### src/rtl/lut_mult_pkg.sv
// Shared types and widths for the constant-multiplier scheduler.
package lut_mult_pkg;

  typedef enum logic [1:0] {
    ST_IDLE = 2'd0,
    ST_LO   = 2'd1,
    ST_HI   = 2'd2,
    ST_RESP = 2'd3
  } state_t;

  localparam int NREQ   = 4;
  localparam int OP_W   = 16;
  localparam int PROD_W = 24;
  localparam int ID_W   = 2;

endpackage

### src/rtl/lut_const_mult8.sv
// Combinational 8-bit x constant multiplier built as a 256-entry constant table.
module lut_const_mult8 #(
  parameter int unsigned A_CONST = 2
) (
  input  logic [7:0]  i_x,
  output logic [15:0] o_prod
);

  logic [15:0] w_lut [256];

  for (genvar gi = 0; gi < 256; gi++) begin : g_lut
    assign w_lut[gi] = 16'(gi * A_CONST);
  end

  assign o_prod = w_lut[i_x];

endmodule

### src/rtl/lut_mult_scheduler.sv
// Round-robin shares one 8-bit LUT multiplier across four requesters, two byte passes per operand.
// Grant to rsp_valid is 3 cycles; the response is held stable while rsp_ready is low.
module lut_mult_scheduler #(
  parameter int unsigned A_CONST = 2,
  parameter int          NREQ    = 4
) (
  input  logic                                   clk,
  input  logic                                   rst_n,
  input  logic [NREQ-1:0]                        req_valid,
  input  logic [NREQ*lut_mult_pkg::OP_W-1:0]     req_data,
  output logic [NREQ-1:0]                        req_ready,
  output logic                                   rsp_valid,
  output logic [lut_mult_pkg::PROD_W-1:0]        rsp_data,
  output logic [lut_mult_pkg::ID_W-1:0]          rsp_id,
  input  logic                                   rsp_ready,
  output logic                                   busy
);
  import lut_mult_pkg::*;

  state_t              r_state;
  state_t              w_state_nxt;
  logic [ID_W-1:0]     r_rr_ptr;
  logic [ID_W-1:0]     r_id;
  logic [OP_W-1:0]     r_op;
  logic [PROD_W-1:0]   r_acc;

  logic                w_grant_vld;
  logic [ID_W-1:0]     w_grant_id;
  logic [ID_W-1:0]     w_idx;
  logic [7:0]          w_mult_in;
  logic [15:0]         w_prod;

  // Scan from highest offset down so the nearest valid requester at/after rr_ptr wins.
  always_comb begin
    w_grant_vld = 1'b0;
    w_grant_id  = '0;
    w_idx       = '0;
    for (int k = NREQ - 1; k >= 0; k--) begin
      w_idx = r_rr_ptr + ID_W'(k);
      if (req_valid[w_idx]) begin
        w_grant_vld = 1'b1;
        w_grant_id  = w_idx;
      end
    end
  end

  always_comb begin
    req_ready = '0;
    if (r_state == ST_IDLE && w_grant_vld) req_ready[w_grant_id] = 1'b1;
  end

  always_comb begin
    w_state_nxt = r_state;
    w_mult_in   = 8'h00;
    case (r_state)
      ST_IDLE: if (w_grant_vld) w_state_nxt = ST_LO;
      ST_LO: begin
        w_mult_in   = r_op[7:0];
        w_state_nxt = ST_HI;
      end
      ST_HI: begin
        w_mult_in   = r_op[15:8];
        w_state_nxt = ST_RESP;
      end
      ST_RESP: if (rsp_ready) w_state_nxt = ST_IDLE;
      default: w_state_nxt = ST_IDLE;
    endcase
  end

  lut_const_mult8 #(.A_CONST(A_CONST)) u_mult (
    .i_x    (w_mult_in),
    .o_prod (w_prod)
  );

  always_ff @(posedge clk or negedge rst_n) begin
    if (!rst_n) begin
      r_state  <= ST_IDLE;
      r_rr_ptr <= '0;
      r_id     <= '0;
      r_op     <= '0;
      r_acc    <= '0;
    end else begin
      r_state <= w_state_nxt;
      case (r_state)
        ST_IDLE: if (w_grant_vld) begin
          r_op     <= req_data[int'(w_grant_id)*OP_W +: OP_W];
          r_id     <= w_grant_id;
          r_rr_ptr <= w_grant_id + ID_W'(1);
        end
        ST_LO:   r_acc <= {8'h00, w_prod};
        ST_HI:   r_acc <= r_acc + {w_prod, 8'h00};
        default: ;
      endcase
    end
  end

  assign rsp_valid = (r_state == ST_RESP);
  assign rsp_data  = r_acc;
  assign rsp_id    = r_id;
  assign busy      = (r_state != ST_IDLE);

endmodule

### config.mk
export PLATFORM = sky130hd
export DESIGN_NAME = lut_mult_scheduler
export DESIGN_NICKNAME = d
export VERILOG_FILES = /design/src/rtl/lut_mult_pkg.sv /design/src/rtl/lut_const_mult8.sv /design/src/rtl/lut_mult_scheduler.sv
export SDC_FILE = /design/constraint.sdc
export NUM_CORES = 1
export LEC_CHECK = 0
export ABC_AREA = 1
export CAP_MARGIN = 10
export CORE_UTILIZATION = 30
export DETAILED_ROUTE_END_ITERATION = 7
export GPL_ROUTABILITY_DRIVEN = 0
export HOLD_SLACK_MARGIN = 0.1
export PLACE_DENSITY_LB_ADDON = 0.2
export SLEW_MARGIN = 20
export SYNTH_ARGS = -nofsm -noshare
export SYNTH_HDL_FRONTEND = slang
export SYNTH_SLANG_ARGS = --single-unit
### constraint.sdc
create_clock -name clk -period 8.3 [get_ports clk]
set_input_delay 0.83 -clock clk [delete_from_list [all_inputs] [get_ports clk]]
set_output_delay 0.83 -clock clk [all_outputs]
set_load 0.01 [all_outputs]
==> results of run 1 <==
[power breakdown]
group / total, mW / internal [mW] / switching (mW)
clock: 0.197 / 0.111 / 0.0859
combinational: 1.01 / 0.374 / 0.637
sequential: 0.375 / 0.306 / 0.0681
total: 1.58 / 0.792 / 0.791
[kinds of logic after synthesis]
kind of cell,Yosys count,synth area share
and+or+nand+nor,295,0.382
buffers and inverters,123,0.147
AOI/OAI and AO/OA,48,0.0843
DFF,45,0.328
adders and majority gates,15,0.0569
other,1,0.00109
[layout make-up]
type                            count  share of cell area
Clock buffer                        5              0.0268
Timing Repair Buffer              101               0.216
Inverter                          108              0.0870
Multi-Input combinational cell    359               0.386
Clock inverter                      3             0.00483
Tap cell                          140              0.0376
Sequential cell                    45               0.242
[worst max path at each step]
stage | start | to | slack [ns] | depth (start not counted)
finish | req_valid[3] | req_ready[2] | 3.84 | 12
global route | req_valid[3] | req_ready[2] | 3.52 | 12
CTS | req_valid[3] | req_ready[2] | 3.85 | 12
detailed placement | req_valid[3] | req_ready[2] | 3.86 | 12
global placement | req_valid[3] | req_ready[0] | 3.95 | 12
floorplan | req_valid[3] | req_ready[2] | 5.41 | 14
[metal layers]
| metal | share of wire | wire length [um] | GRT usage |
|---|---|---|---|
| met2 | 0.47 | 4270 | 0.284 |
| met5 | 0 | 0 | 0 |
| met1 | 0.46 | 4210 | 0.215 |
| met4 | 0.011 | 102 | 0.0396 |
| met3 | 0.054 | 485 | 0.0299 |
[metrics by stage]
step	power, mW	utilization
CTS	1.60	0.424
global placement	1.37	0.411
floorplan	1.12	-
detailed placement	1.39	0.411
global route	1.76	0.424
finish	1.58	0.424
[registers in the layout, indices dropped and copies added (netlist names)]
name	count
r_op	16
r_rr_ptr	2
rsp_data	23
r_state	2
rsp_id	2
[cells in the mapped netlist (all sizes together)]
master  count  area share
nor3        3      0.0044
nand4       3      0.0055
nand2     154        0.18
nor2       37       0.046
and3        2      0.0036
o22ai      10       0.018
and2        2      0.0044
nor4        2      0.0036
nand3      82        0.12
fa          1      0.0058
a31oi       1      0.0018
a22o        1      0.0026
conb        1      0.0011
a22oi       5       0.011
a21oi      13       0.019
inv       105        0.11
ha         14       0.051
or2        10       0.018
o21ai      15       0.025
clkbuf      4      0.0044
o21a        1      0.0022
clkinv      3      0.0033
dfrtp      45        0.33
a21o        2      0.0044
buf        11       0.024
[layout by cell type, fill, tap and decap left out, types with 5 or more instances in the layout]
| cell | instances |
|---|---|
| a21oi_1 | 13 |
| clkbuf_16 | 5 |
| clkdlybuf4s50_1 | 100 |
| nand2_1 | 148 |
| o22ai_1 | 10 |
| dfrtp_1 | 45 |
| o21ai_0 | 11 |
| or2_0 | 6 |
| nand3_1 | 81 |
| a22oi_1 | 5 |
| ha_1 | 14 |
| inv_1 | 103 |
| nor2_1 | 34 |
[worst min-delay path, delay by kind of cell (launching register included)]
family           cells  cell delay (ns)
AND/OR/NAND/NOR      2             0.11
flip-flops           1             0.34
==> impl_metrics.tcl, run 1 <==
set metrics [dict create \
    status "completed" \
    drive_gt1_frac 0.0435 \
    overflow 0 \
    vias_per_cell 4.56 \
    clk_latency_ns 0.29 \
    ant_nets 0 \
    multi_input_area_mm2 0.00180 \
    setup_viol 0 \
    dr.pass1.iters 4 \
    hold_ws_ns 0.484 \
    final.period_utilization 0.537 \
    fin_area_mm2 0.00466 \
    syn_area_mm2 0.00343 \
    hold_class "reg -> reg" \
    cap_violations 0 \
    period_needed_ns 4.46 \
    cp_slowest_cell "clkdlybuf4s50_1" \
    cts_max_level 2 \
    power_density_mw_per_mm2 340 \
    die_w_um 109 \
    avgRoutedWirePerCell_um 11.9 \
    slew_headroom 0.549 \
    worst_path_largest_cell_delay_ns 0.50 \
    synth-seq-cells 45 \
    synth.distinct_cells 37 \
    cp.required_ns 7.47 \
    grt_pass1_wl_um 15600 \
    leakage_nw 2.39 \
    drc 0 \
    portBuffers 101 \
    place_area_mm2 0.00451 \
    fp.dieH_um 109 \
    clk_path_buf_depth 2 \
    cts_tree "built" \
    syn-instance-count 527 \
    regArea_mm2 0.00113 \
    cp_cell_sequence "clkdlybuf4s50_1 > inv_1 > o21ai_1 > o21ai_1 > nand3_1 > nand3_2 > nand2_4 > inv_1 > ha_1 > inv_1 > nor2_1 > clkdlybuf4s50_1" \
    cp-end-kind "output pin" \
    holdCritStartpoint "r_op[10]" \
    grt_pass1_vias 3474 \
    synth_fp_nets 613 \
    holdPathEnd "r_op[10]" \
    final_hold_viol_count 0 \
    hold_depth 2 \
    grt.total_usage 0.166 \
    fmax_mhz 224 \
    critPathLaunchType "input port" \
    core_area_mm2 0.0110 \
    setup_ws_ns 3.84 \
    rows 38 \
    dpl_worst_slack_ns 3.86 \
    worst-r2r-setup-slack_ns 4.60 \
    antenna_found_initial 0 \
    cts.clk_slew.worst_paths_ns 0.06 \
    synth_warnings 0 \
    final_nets 706 \
    rr_startpoint "r_state[0]" \
    drt_wl_total_um 9060 \
    clock_skew_ns 0.00370 \
    worst_ep_arrival_time_ns 3.63 \
    rr_worst_depth 17 \
    postCtsSetupBuffers 0 \
    cts_resized 0 \
    path_class "in -> out" \
    instances_no_fill 761 \
    syn_avg_cell_area_um2 6.51 \
    grt_max_degree 47 \
    finalMaxSlewViolations 0 \
    place_inst 753 \
    rsz0062_at_grt "false" \
    diodes 0 \
    vdd_drop_max_mv 0.170 \
    yosysSeqAreaShare 0.328 \
    ctsRootBufferMaster "clkbuf_16" \
    cp.buffers_inverters 5 \
    ios 103 \
    path_delay_family "buffers and inverters" \
    vias 3473 \
    worst_pin_slew_ns 0.676 \
    worstPathMaxFanout 46 \
    numCtsBuffers 5 \
    place_hpwl_um 7210 \
    path_common_cell "inv_1" \
    start_util 0.312 \
    fillers 1134 \
    r2r-end "rsp_data[18]" \
    syn2layout_area_growth_pct 35.9 \
    die_area_mm2 0.0119 \
    clock-sinks 45 \
    finalSetupTns_ns 0 \
    ctsHoldBuffers 0 \
    drt_iter0_drc 167 \
]
No activity file was read; power rests on OpenSTA's default activity.
==> inputs of run 2 (changes only) <==
clock period = 4.2 ns   (was 8.3 ns; I/O delays follow)
==> run 2 against run 1 <==
  * Wire length rose by 2.2%
  * Clock skew rose by 0.0044 ns
  * Clock power rose by 140%
  * Global-route usage rose by 0.14 points
  * Count of clock-buffer cells in the layout did not move
==> impl_metrics.tcl, run 2 (same netlist as run 1, synthesis figures left out) <==
set metrics [dict create \
    final_hold_viol_count 0 \
    fp.dieH_um 109 \
    drive_gt1_frac 0.0465 \
    rr_worst_depth 17 \
    worst_ep_arrival_time_ns 3.17 \
    ctsRootBufferMaster "clkbuf_16" \
    worst_pin_slew_ns 0.619 \
    syn2layout_area_growth_pct 37.2 \
    cts.clk_slew.worst_paths_ns 0.07 \
    leakage_nw 2.42 \
    clk_latency_ns 0.29 \
    slew_headroom 0.586 \
    place_hpwl_um 7400 \
    place_area_mm2 0.00453 \
    status "completed" \
    p_total_mw 3.24 \
    ctsHoldBuffers 0 \
    final_common_cell "nand2_1" \
    numCtsBuffers 5 \
    grt_max_degree 46 \
    vias_per_cell 4.63 \
    overflow 0 \
    finalMaxSlewViolations 0 \
    fillers 1142 \
    ant_nets 0 \
    drc 0 \
    place_inst 755 \
    layout_common_cells "nand2_1 (148), inv_1 (103), clkdlybuf4s50_1 (100), nand3_1 (81), dfrtp_1 (45)" \
    power_density_mw_per_mm2 689 \
    fin_area_mm2 0.00470 \
    ios 103 \
    worstPathMaxFanout 17 \
    instances_no_fill 763 \
    vias 3530 \
    core_area_mm2 0.0110 \
    finalSetupTns_ns 0 \
    grt.total_usage 0.167 \
    drt_wl_total_um 9260 \
    cp-end-kind "output pin" \
    path_class "reg -> out" \
    setup_viol 0 \
    grt_pass1_vias 3464 \
    dr.pass1.iters 4 \
    diodes 0 \
    postCtsSetupBuffers 0 \
    start_util 0.312 \
    antenna_found_initial 0 \
    cp.required_ns 3.78 \
    cts_max_level 2 \
    clk_path_buf_depth 2 \
    avgRoutedWirePerCell_um 12.1 \
    final.period_utilization 0.855 \
    portBuffers 101 \
    final_nets 708 \
    grt_pass1_wl_um 15800 \
    largest_reg_flops 23 \
    die_w_um 109 \
    hold_class "in -> async" \
    die_area_mm2 0.0119 \
    clock_skew_ns 0.00811 \
    drt_iter0_drc 167 \
    period_needed_ns 3.59 \
    cap_violations 0 \
    fmax_mhz 279 \
    vdd_drop_max_mv 0.412 \
    cts_resized 0 \
    rsz0062_at_grt "false" \
    clock-sinks 45 \
    rows 38 \
    cts_tree "built" \
    critPathLaunchType "register" \
    fin_util 0.428 \
]
## run 2: final cells by class
class / count / area, um2 / area share
Sequential cell: 45 / 1130 / 0.239
Multi-Input combinational cell: 359 / 1800 / 0.382
Clock buffer: 5 / 125 / 0.0266
Tap cell: 140 / 175 / 0.0372
Clock inverter: 3 / 50.0 / 0.0106
Timing Repair Buffer: 103 / 1020 / 0.218
Inverter: 108 / 405 / 0.0862
## run 2: per-layer routing
layer	global-route usage	routed length, um
met5	0	0
met4	0.0454	93
met3	0.0257	495
met2	0.279	4340
met1	0.223	4340
## run 2: stage by stage
stage | setup slack (ns) | hold WS, ns
global route | 0.299 | 0.167
finish | 0.610 | 0.121
floorplan | 1.45 | 0.124
CTS | 0.623 | 0.325
global placement | 0.884 | 0.465
detailed placement | 0.761 | 0.466
## run 2: final timing paths
path	endpoint	start	slack (ns)
hold / removal	rsp_data[3]	rst_n	0.12
min in group clk	r_op[9]	r_op[9]	0.48
setup / recovery	req_ready[2]	r_rr_ptr[0]	0.61
hold reg to reg	r_op[9]	r_op[9]	0.48
setup reg to reg	rsp_data[18]	r_state[0]	0.97
max in group asynchronous	r_op[5]	rst_n	3.69
## run 2: critical path, stage by stage, from the launching register on
cell	delay [ns]
dfrtp_1	0.60
inv_1	0.15
nor2_1	0.16
nor2_1	0.08
nand2_1	0.10
nand3_1	0.14
nand3_2	0.25
nand2_4	0.18
inv_1	0.30
ha_1	0.22
inv_1	0.04
nor2_1	0.09
clkdlybuf4s50_1	0.56
## run 2: power by group
group | leakage, nW | total [mW] | internal, mW | switching [mW]
clock network | 0.0859 | 0.464 | 0.286 | 0.178
registers | 0.586 | 0.742 | 0.605 | 0.136
logic | 1.75 | 2.03 | 0.758 | 1.28
==> inputs of run 3 (changes only) <==
CELL_PAD_IN_SITES_DETAIL_PLACEMENT = 0   (was default)
CELL_PAD_IN_SITES_GLOBAL_PLACEMENT = 1   (was default)
CTS_CLUSTER_SIZE = 28   (was default)
SKIP_LAST_GASP = 1   (was default)
==> run 3 against run 2 <==
  * Global-route usage rose by 0.078 points
  * Non-clock buffer count unchanged
  * Maximum frequency decreased by 0.83%
  * Critical path depth stayed put
  * Wire length is 0.30% lower
  * Cell area rose by 0.40%
  * Core utilization is 0.17 points higher
  * Worst hold slack better by 0.0054 ns
  * Critical path type unchanged
  * Highest routed layer unchanged
==> impl_metrics.tcl, run 3 (same netlist as run 1, synthesis figures left out) <==
set metrics [dict create \
    cts.clk_slew.worst_paths_ns 0.07 \
    start_util 0.312 \
    grt_max_degree 46 \
    avgRoutedWirePerCell_um 12.1 \
    status "completed" \
    ctsHoldBuffers 0 \
    numCtsBuffers 5 \
    ctsRootBufferMaster "clkbuf_16" \
    rsz0062_at_grt "false" \
    drc 0 \
    ios 103 \
    cp-end-kind "output pin" \
    cp.required_ns 3.78 \
    cts_max_level 2 \
    vdd_drop_max_mv 0.310 \
    leakage_nw 2.43 \
    final_common_cell "nand2_1" \
    rows 38 \
    clock-sinks 45 \
    startpoint "r_rr_ptr[0]" \
    drt_iter0_drc 140 \
    slew_headroom 0.582 \
    die_area_mm2 0.0119 \
    final.period_utilization 0.862 \
    grt.total_usage 0.168 \
    power_density_mw_per_mm2 700 \
    period_needed_ns 3.62 \
    cts_resized 0 \
    drive_gt1_frac 0.0465 \
    rr_startpoint "r_state[0]" \
    finalSetupTns_ns 0 \
    antenna_found_initial 0 \
    die_w_um 109 \
    postCtsSetupBuffers 0 \
    overflow 0 \
    ant_nets 0 \
    place_hpwl_um 7410 \
    layout_common_cells "nand2_1 (148), inv_1 (103), clkdlybuf4s50_1 (100), nand3_1 (81), dfrtp_1 (45)" \
    fmax_mhz 276 \
    fillers 1156 \
    finalMaxSlewViolations 0 \
    syn2layout_area_growth_pct 37.7 \
    final_nets 708 \
    cts_tree "built" \
    fin_util 0.430 \
    vias_per_cell 4.59 \
    portBuffers 101 \
    hold_class "in -> async" \
    core_area_mm2 0.0110 \
    diodes 0 \
    final_hold_viol_count 0 \
    grt_pass1_wl_um 15900 \
    worstPathMaxFanout 32 \
    path_class "reg -> out" \
    worst_ep_arrival_time_ns 3.20 \
    critPathLaunchType "register" \
    vias 3503 \
    grt_pass1_vias 3351 \
    clock_skew_ns 0.00553 \
    p_total_mw 3.31 \
    dpl_worst_slack_ns 0.674 \
    cap_violations 0 \
    clk_path_buf_depth 2 \
    setup_viol 0 \
    drt_wl_total_um 9240 \
    dr.pass1.iters 4 \
    clk_latency_ns 0.29 \
    largest_reg_flops 23 \
    worst_pin_slew_ns 0.625 \
    hold_ws_ns 0.126 \
    fp.dieH_um 109 \
    setup_ws_ns 0.579 \
]
## run 3: through the flow
stage,instances,instance area (um2)
global route,763,4720
global placement,755,4530
floorplan,527,3430
detailed placement,755,4530
finish,763,4720
CTS,763,4720
## run 3: power breakdown
group / switching [mW] / internal [mW]
Clock: 0.177 / 0.343
Combinational: 1.29 / 0.759
Sequential: 0.135 / 0.606
Total: 1.60 / 1.71
## run 3: worst paths after layout
kind                                     end  slack, ns  cells after the start
worst max-delay path            req_ready[1]       0.58                     12
worst min-delay path             rsp_data[2]       0.13                      1
worst max register to register  rsp_data[16]       0.92                     15
worst min register to register      r_op[14]       0.48                      2
max in group asynchronous       rsp_data[23]       3.68                      1
min in group clk                    r_op[14]       0.48                      2
## run 3: layout make-up
| type | count | area [um2] | share of cell area |
|---|---|---|---|
| clock inverter | 3 | 68.8 | 0.0146 |
| tap | 140 | 175 | 0.0371 |
| clock buffer | 5 | 125 | 0.0265 |
| multi-input combinational | 359 | 1800 | 0.381 |
| sequential | 45 | 1130 | 0.238 |
| inverter | 108 | 405 | 0.0858 |
| timing repair buffer | 103 | 1020 | 0.217 |
## run 3: metal layers
layer,wire length [um],part of all wire,up-vias,GRT usage
met2,4110,0.44,103,0.265
met4,121,0.013,0,0.0463
met3,364,0.039,8,0.0239
li1,-,-,1829,-
met1,4640,0.50,1563,0.238
met5,0,0,-,0
## run 3: worst max-delay path, cell delays in order (launching register included)
cell             delay (ns)
dfrtp_1                0.53
inv_1                  0.17
nor2_1                 0.07
nor2_1                 0.15
nand2_1                0.11
nand3_1                0.15
nand3_2                0.25
nand2_4                0.26
buf_4                  0.30
ha_1                   0.20
inv_1                  0.04
nor2_1                 0.11
clkdlybuf4s50_1        0.56
==> patch 1, RTL diff (flow settings as in run 3) <==
The 4 states of `state_t` get a Gray code encoding in 2 bits.
--- a/src/rtl/lut_mult_pkg.sv
+++ b/src/rtl/lut_mult_pkg.sv
@@ -3,8 +3,8 @@
 
   typedef enum logic [1:0] {
-    ST_IDLE = 2'd0,
-    ST_LO   = 2'd1,
-    ST_HI   = 2'd2,
-    ST_RESP = 2'd3
+    ST_IDLE = 2'b00,
+    ST_LO   = 2'b01,
+    ST_HI   = 2'b11,
+    ST_RESP = 2'b10
   } state_t;
 
Formal check against the unedited RTL: no difference found for any inputs over 4 cycles, from zero or initial values and one cycle with rst_n low; so few cycles prove little.
==> patch 1 against run 3 <==
Area after synthesis decreased by 2.8%; global-route usage decreased by 0.95 points; final area decreased by 5.1%; routed wire length decreased by 5.3%; utilization decreased by 1.7 points; sequential cell count unchanged; setup slack got worse by 0.058 ns; power decreased by 6.2%; register-to-register slack improved by 0.28 ns; first-iteration DRC count decreased by 15%; via count decreased by 5.7%; final cell count decreased by 3.0%; clock power decreased by 48%; sequential power increased by 2%; largest cell class unchanged; highest routed layer unchanged.
==> patch 1: results (changes against run 3) <==
Status
  • Status: completed (unchanged)

Worst setup path
  • Worst setup path endpoint: req_ready[0] (was req_ready[1])
  • Register-to-register setup slack: 1.20 ns (was 0.92 ns)
  • Worst-path fanout max: 29 (was 32)
  • RR Startpoint: r_state[1]$_DFFE_PN0P_ (was r_state[0]$_DFFE_PN0P_)
  • Reg-to-reg endpoint: rsp_data[19]$_DFFE_PN0P_ (was rsp_data[16]$_DFFE_PN0P_)
  • Slowest cell on crit path: dfrtp_1 (was clkdlybuf4s50_1)
  • Worst R2R Path Depth: 15 (unchanged)
  • CP Data Arrival Time: 3.26 ns (was 3.20 ns)
  • Max stage delay on crit path: 0.68 ns (was 0.56 ns)

Cells and area
  • Max reg flops: 23 (unchanged)
  • Signal buf overhead: 0.2334 (was 0.2167)
  • Num sequential: 45 (unchanged)
  • Comb_multi_in: 348 (was 359)
  • Sequential fraction of total cell area: 0.2513 (was 0.2384)
  • Non-Clock Buffer Count: 106 (was 103)
  • Diode count: 0 (unchanged)
  • Share of layout cells above drive strength 1: 0.04333 (was 0.04655)
  • Clk_buf instances: 7 (was 5)
  • Fin nets: 684 (was 708)
  • Non-clk invs: 94 (was 108)
  • Clk cell area share: 0.01926 (was 0.04106)
  • Fraction of area in multi-input gates: 0.3777 (was 0.3809)
  • Filler cells: 1165 (was 1156)

Timing
  • Least-Margin Pin Slew: 0.5931 ns (was 0.6246 ns)
  • Clock Skew: 0.005077 ns (was 0.005530 ns)

Synth
  • Largest cells by area after synthesis: dfrtp_1, nand2_1, inv_1 (was dfrtp_1, nand2_1, nand3_1)
  • Register area share after synthesis: 0.3378 (was 0.3283)
  • Synth Area in Compound Gates: 0.08033 (was 0.08428)
  • Adder-cell share of the synthesized area: 0.05105 (was 0.05691)
  • Distinct cells, synth: 42 (was 37)
  • Synthesized area: 3333 sq um (was 3430 sq um)
  • Post-Syn Nets: 591 (was 613)
  • Synth cell count leaders: nand2_1, inv_1, nand3_1 (unchanged)
  • Xor/xnor share of the synthesized area: 0.007883 (was 0)

Routing
  • Met2 routed WL: 4.039 mm (was 4.107 mm)
  • Top sig layer: met4 (unchanged)
  • Vias after detailed routing: 3303 (was 3503)
  • M1 WL: 4.289 mm (was 4.642 mm)
  • First drt pass iteration count: 5 (was 4)
  • Met3 Wirelength: 336 microns (was 364 microns)
  • DR iter-0 viols: 119 (was 140)
  • Wire per inst: 11.82 microns (was 12.10 microns)

Power
  • Maximum vdd ir drop: 0.2793 mV (was 0.3102 mV)
  • Leak pwr: 2.404 nW (was 2.431 nW)

Global routing
  • M1 GR Usage: 0.2163 (was 0.2382)
  • Global-route wire length before repair: 14.76 mm (was 15.86 mm)
  • Routing usage on met3: 0.01695 (was 0.02391)
  • Vias in the first global route: 3142 (was 3351)
  • Met2 GRT Util: 0.2673 (was 0.2646)
  • Gr usage total: 0.1585 (was 0.1680)
  • Initial antenna violation count: 0 (unchanged)

Clock network
  • CTS Hold Buffers Added: 0 (unchanged)
  • Root Buffer: clkbuf_8 (was clkbuf_16)

Placement
  • Post-DP HPWL: 6.898 mm (was 7.407 mm)
-- patch 1: cell count changes in the layout (fill, tap and decap cells not counted), sizes merged, moves of 4 or more --
cell / run 3 / this run
a22oi: 5 / 1
inv: 106 / 92
nand2: 154 / 189
nand3: 82 / 69
nor2: 37 / 22
o22ai: 10 / 1
or2: 10 / 2
-- patch 1: per-stage QoR --
stage	cell area [sq um]	setup WS [ns]	total power, W	hold WS (ns)	instances
2_1_floorplan	3333	1.488	0.002325	0.1244	507
5_1_grt	4482	0.1786	0.003453	0.1581	740
4_1_cts	4479	0.5144	0.003142	0.3432	740
3_5_place_dp	4393	0.6656	0.002859	0.4586	733
6_report	4482	0.5211	0.003102	0.1252	740
3_3_place_gp	4393	0.6960	0.002829	0.4550	733
-- patch 1: logic make-up after synthesis --
group	Yosys count
AOI/OAI and AO/OA	42
xor gates and xnor gates	3
adders and majority gates	13
buffers and inverters	114
DFF	45
other	1
and+or+nand+nor	289
-- patch 1: power breakdown --
group / leakage [nW] / internal [W] / switching (W) / total [W]
logic: 1.78 / 0.000797 / 0.00128 / 0.00207
registers: 0.577 / 0.000615 / 0.000143 / 0.000758
clock network: 0.0443 / 0.000131 / 0.000140 / 0.000271
total: 2.40 / 0.00154 / 0.00156 / 0.00310
-- patch 1: how the worst min path moves through the flow --
stage	endpoint	cells after the start	slack (ns)
floorplan	r_op[0]$_DFFE_PN0P_	0	0.12
global placement	rsp_data[7]$_DFFE_PN0P_	2	0.46
detailed placement	rsp_data[2]$_DFFE_PN0P_	2	0.46
CTS	r_state[1]$_DFFE_PN0P_	1	0.34
global route	rsp_data[19]$_DFFE_PN0P_	1	0.16
finish	rsp_data[19]$_DFFE_PN0P_	1	0.13
==> patch 2, RTL diff (settings of run 3) <==
Without the edit above. Set the package constant `ID_W` to 4 (it was 2).
--- a/src/rtl/lut_mult_pkg.sv
+++ b/src/rtl/lut_mult_pkg.sv
@@ -12,5 +12,5 @@
   localparam int OP_W   = 16;
   localparam int PROD_W = 24;
-  localparam int ID_W   = 2;
+  localparam int ID_W   = 4;
 
 endpackage
Ports: changed (resized rsp_id); port bits go from 103 to 105. No check against the original RTL was run, so the function may have changed too.
==> patch 2 against run 3 <==
Area after synthesis is 18% higher; first-iteration DRC count is 100% higher; global-route usage is 0.87 points lower; count of clock-buffer cells in the layout stayed put; sequential share of layout area is 0.85 points lower; final area is 13% higher; synthesized cell count is 22% higher; power is 8.2% higher; setup slack worse by 0.21 ns; sequential cell count is 4 higher; routed wire length is 15% higher; sequential power is 1% lower; critical path type unchanged; largest power group unchanged.
==> patch 2: results (changes against run 3) <==
Worst setup path
  • Worst path top cell family by delay: buffers and inverters (was simple AND/OR/NAND/NOR gates)

Synth
  • Synth Area in Compound Gates: 0.06374 (was 0.08428)
  • Syn_area_per_cell: 6.299 sq um (was 6.508 sq um)
  • Synth cell count leaders: nand2_1, inv_1, nand3_1 (unchanged)
  • Adder-cell share of the synthesized area: 0.06064 (was 0.05691)
  • Post-Syn Nets: 732 (was 613)

Global routing
  • Global-route wire length before repair: 18.30 mm (was 15.86 mm)
  • Met2 GRT Util: 0.2386 (was 0.2646)
  • Largest net degree at the start of global routing: 50 (was 46)
  • Gr usage total: 0.1593 (was 0.1680)

Routing
  • M1 WL: 5.818 mm (was 4.642 mm)
  • DR vias/cell: 4.404 (was 4.591)

Power
  • Clk pwr share: 0.116 (was 0.157)
  • Maximum vdd ir drop: 0.3161 mV (was 0.3102 mV)
  • Internal power: 0.001690 W (was 0.001708 W)
  • Logic power comb: 0.00243 W (was 0.00204 W)

Timing
  • FMAX: 0.2608 GHz (was 0.2762 GHz)
  • Clock Skew: 0.004177 ns (was 0.005530 ns)

Placement
  • I/O Buffers: 103 (was 101)
  • Post-DP HPWL: 8.432 mm (was 7.407 mm)
  • Pre-CTS setup slack: 0.5487 ns (was 0.6735 ns)

Status
  • Status: completed (unchanged)

Cells and area
  • Share of layout cells above drive strength 1: 0.05691 (was 0.04655)
  • Filler cells: 1414 (was 1156)
  • Finished Layout Cells: 914 (was 763)
==> patch 2: cell types whose count changed after synthesis, sizes merged, moves of 5 or more <==
cell | run 3 | this run
buf | 11 | 17
inv | 105 | 132
nor2 | 37 | 26
nand4 | 3 | 9
nand2 | 154 | 243
or2 | 10 | 1
a22oi | 5 | 0
==> patch 2: cell type report <==
| type | instances | area [sq um] | area share |
|---|---|---|---|
| Timing Repair Buffer | 108 | 1064 | 0.1992 |
| Sequential cell | 49 | 1227 | 0.2300 |
| Clock buffer | 5 | 125.1 | 0.02344 |
| Multi-Input combinational cell | 440 | 2175 | 0.4074 |
| Clock inverter | 3 | 25.02 | 0.004688 |
| Tap cell | 176 | 220.2 | 0.04126 |
| Inverter | 133 | 501.7 | 0.09400 |
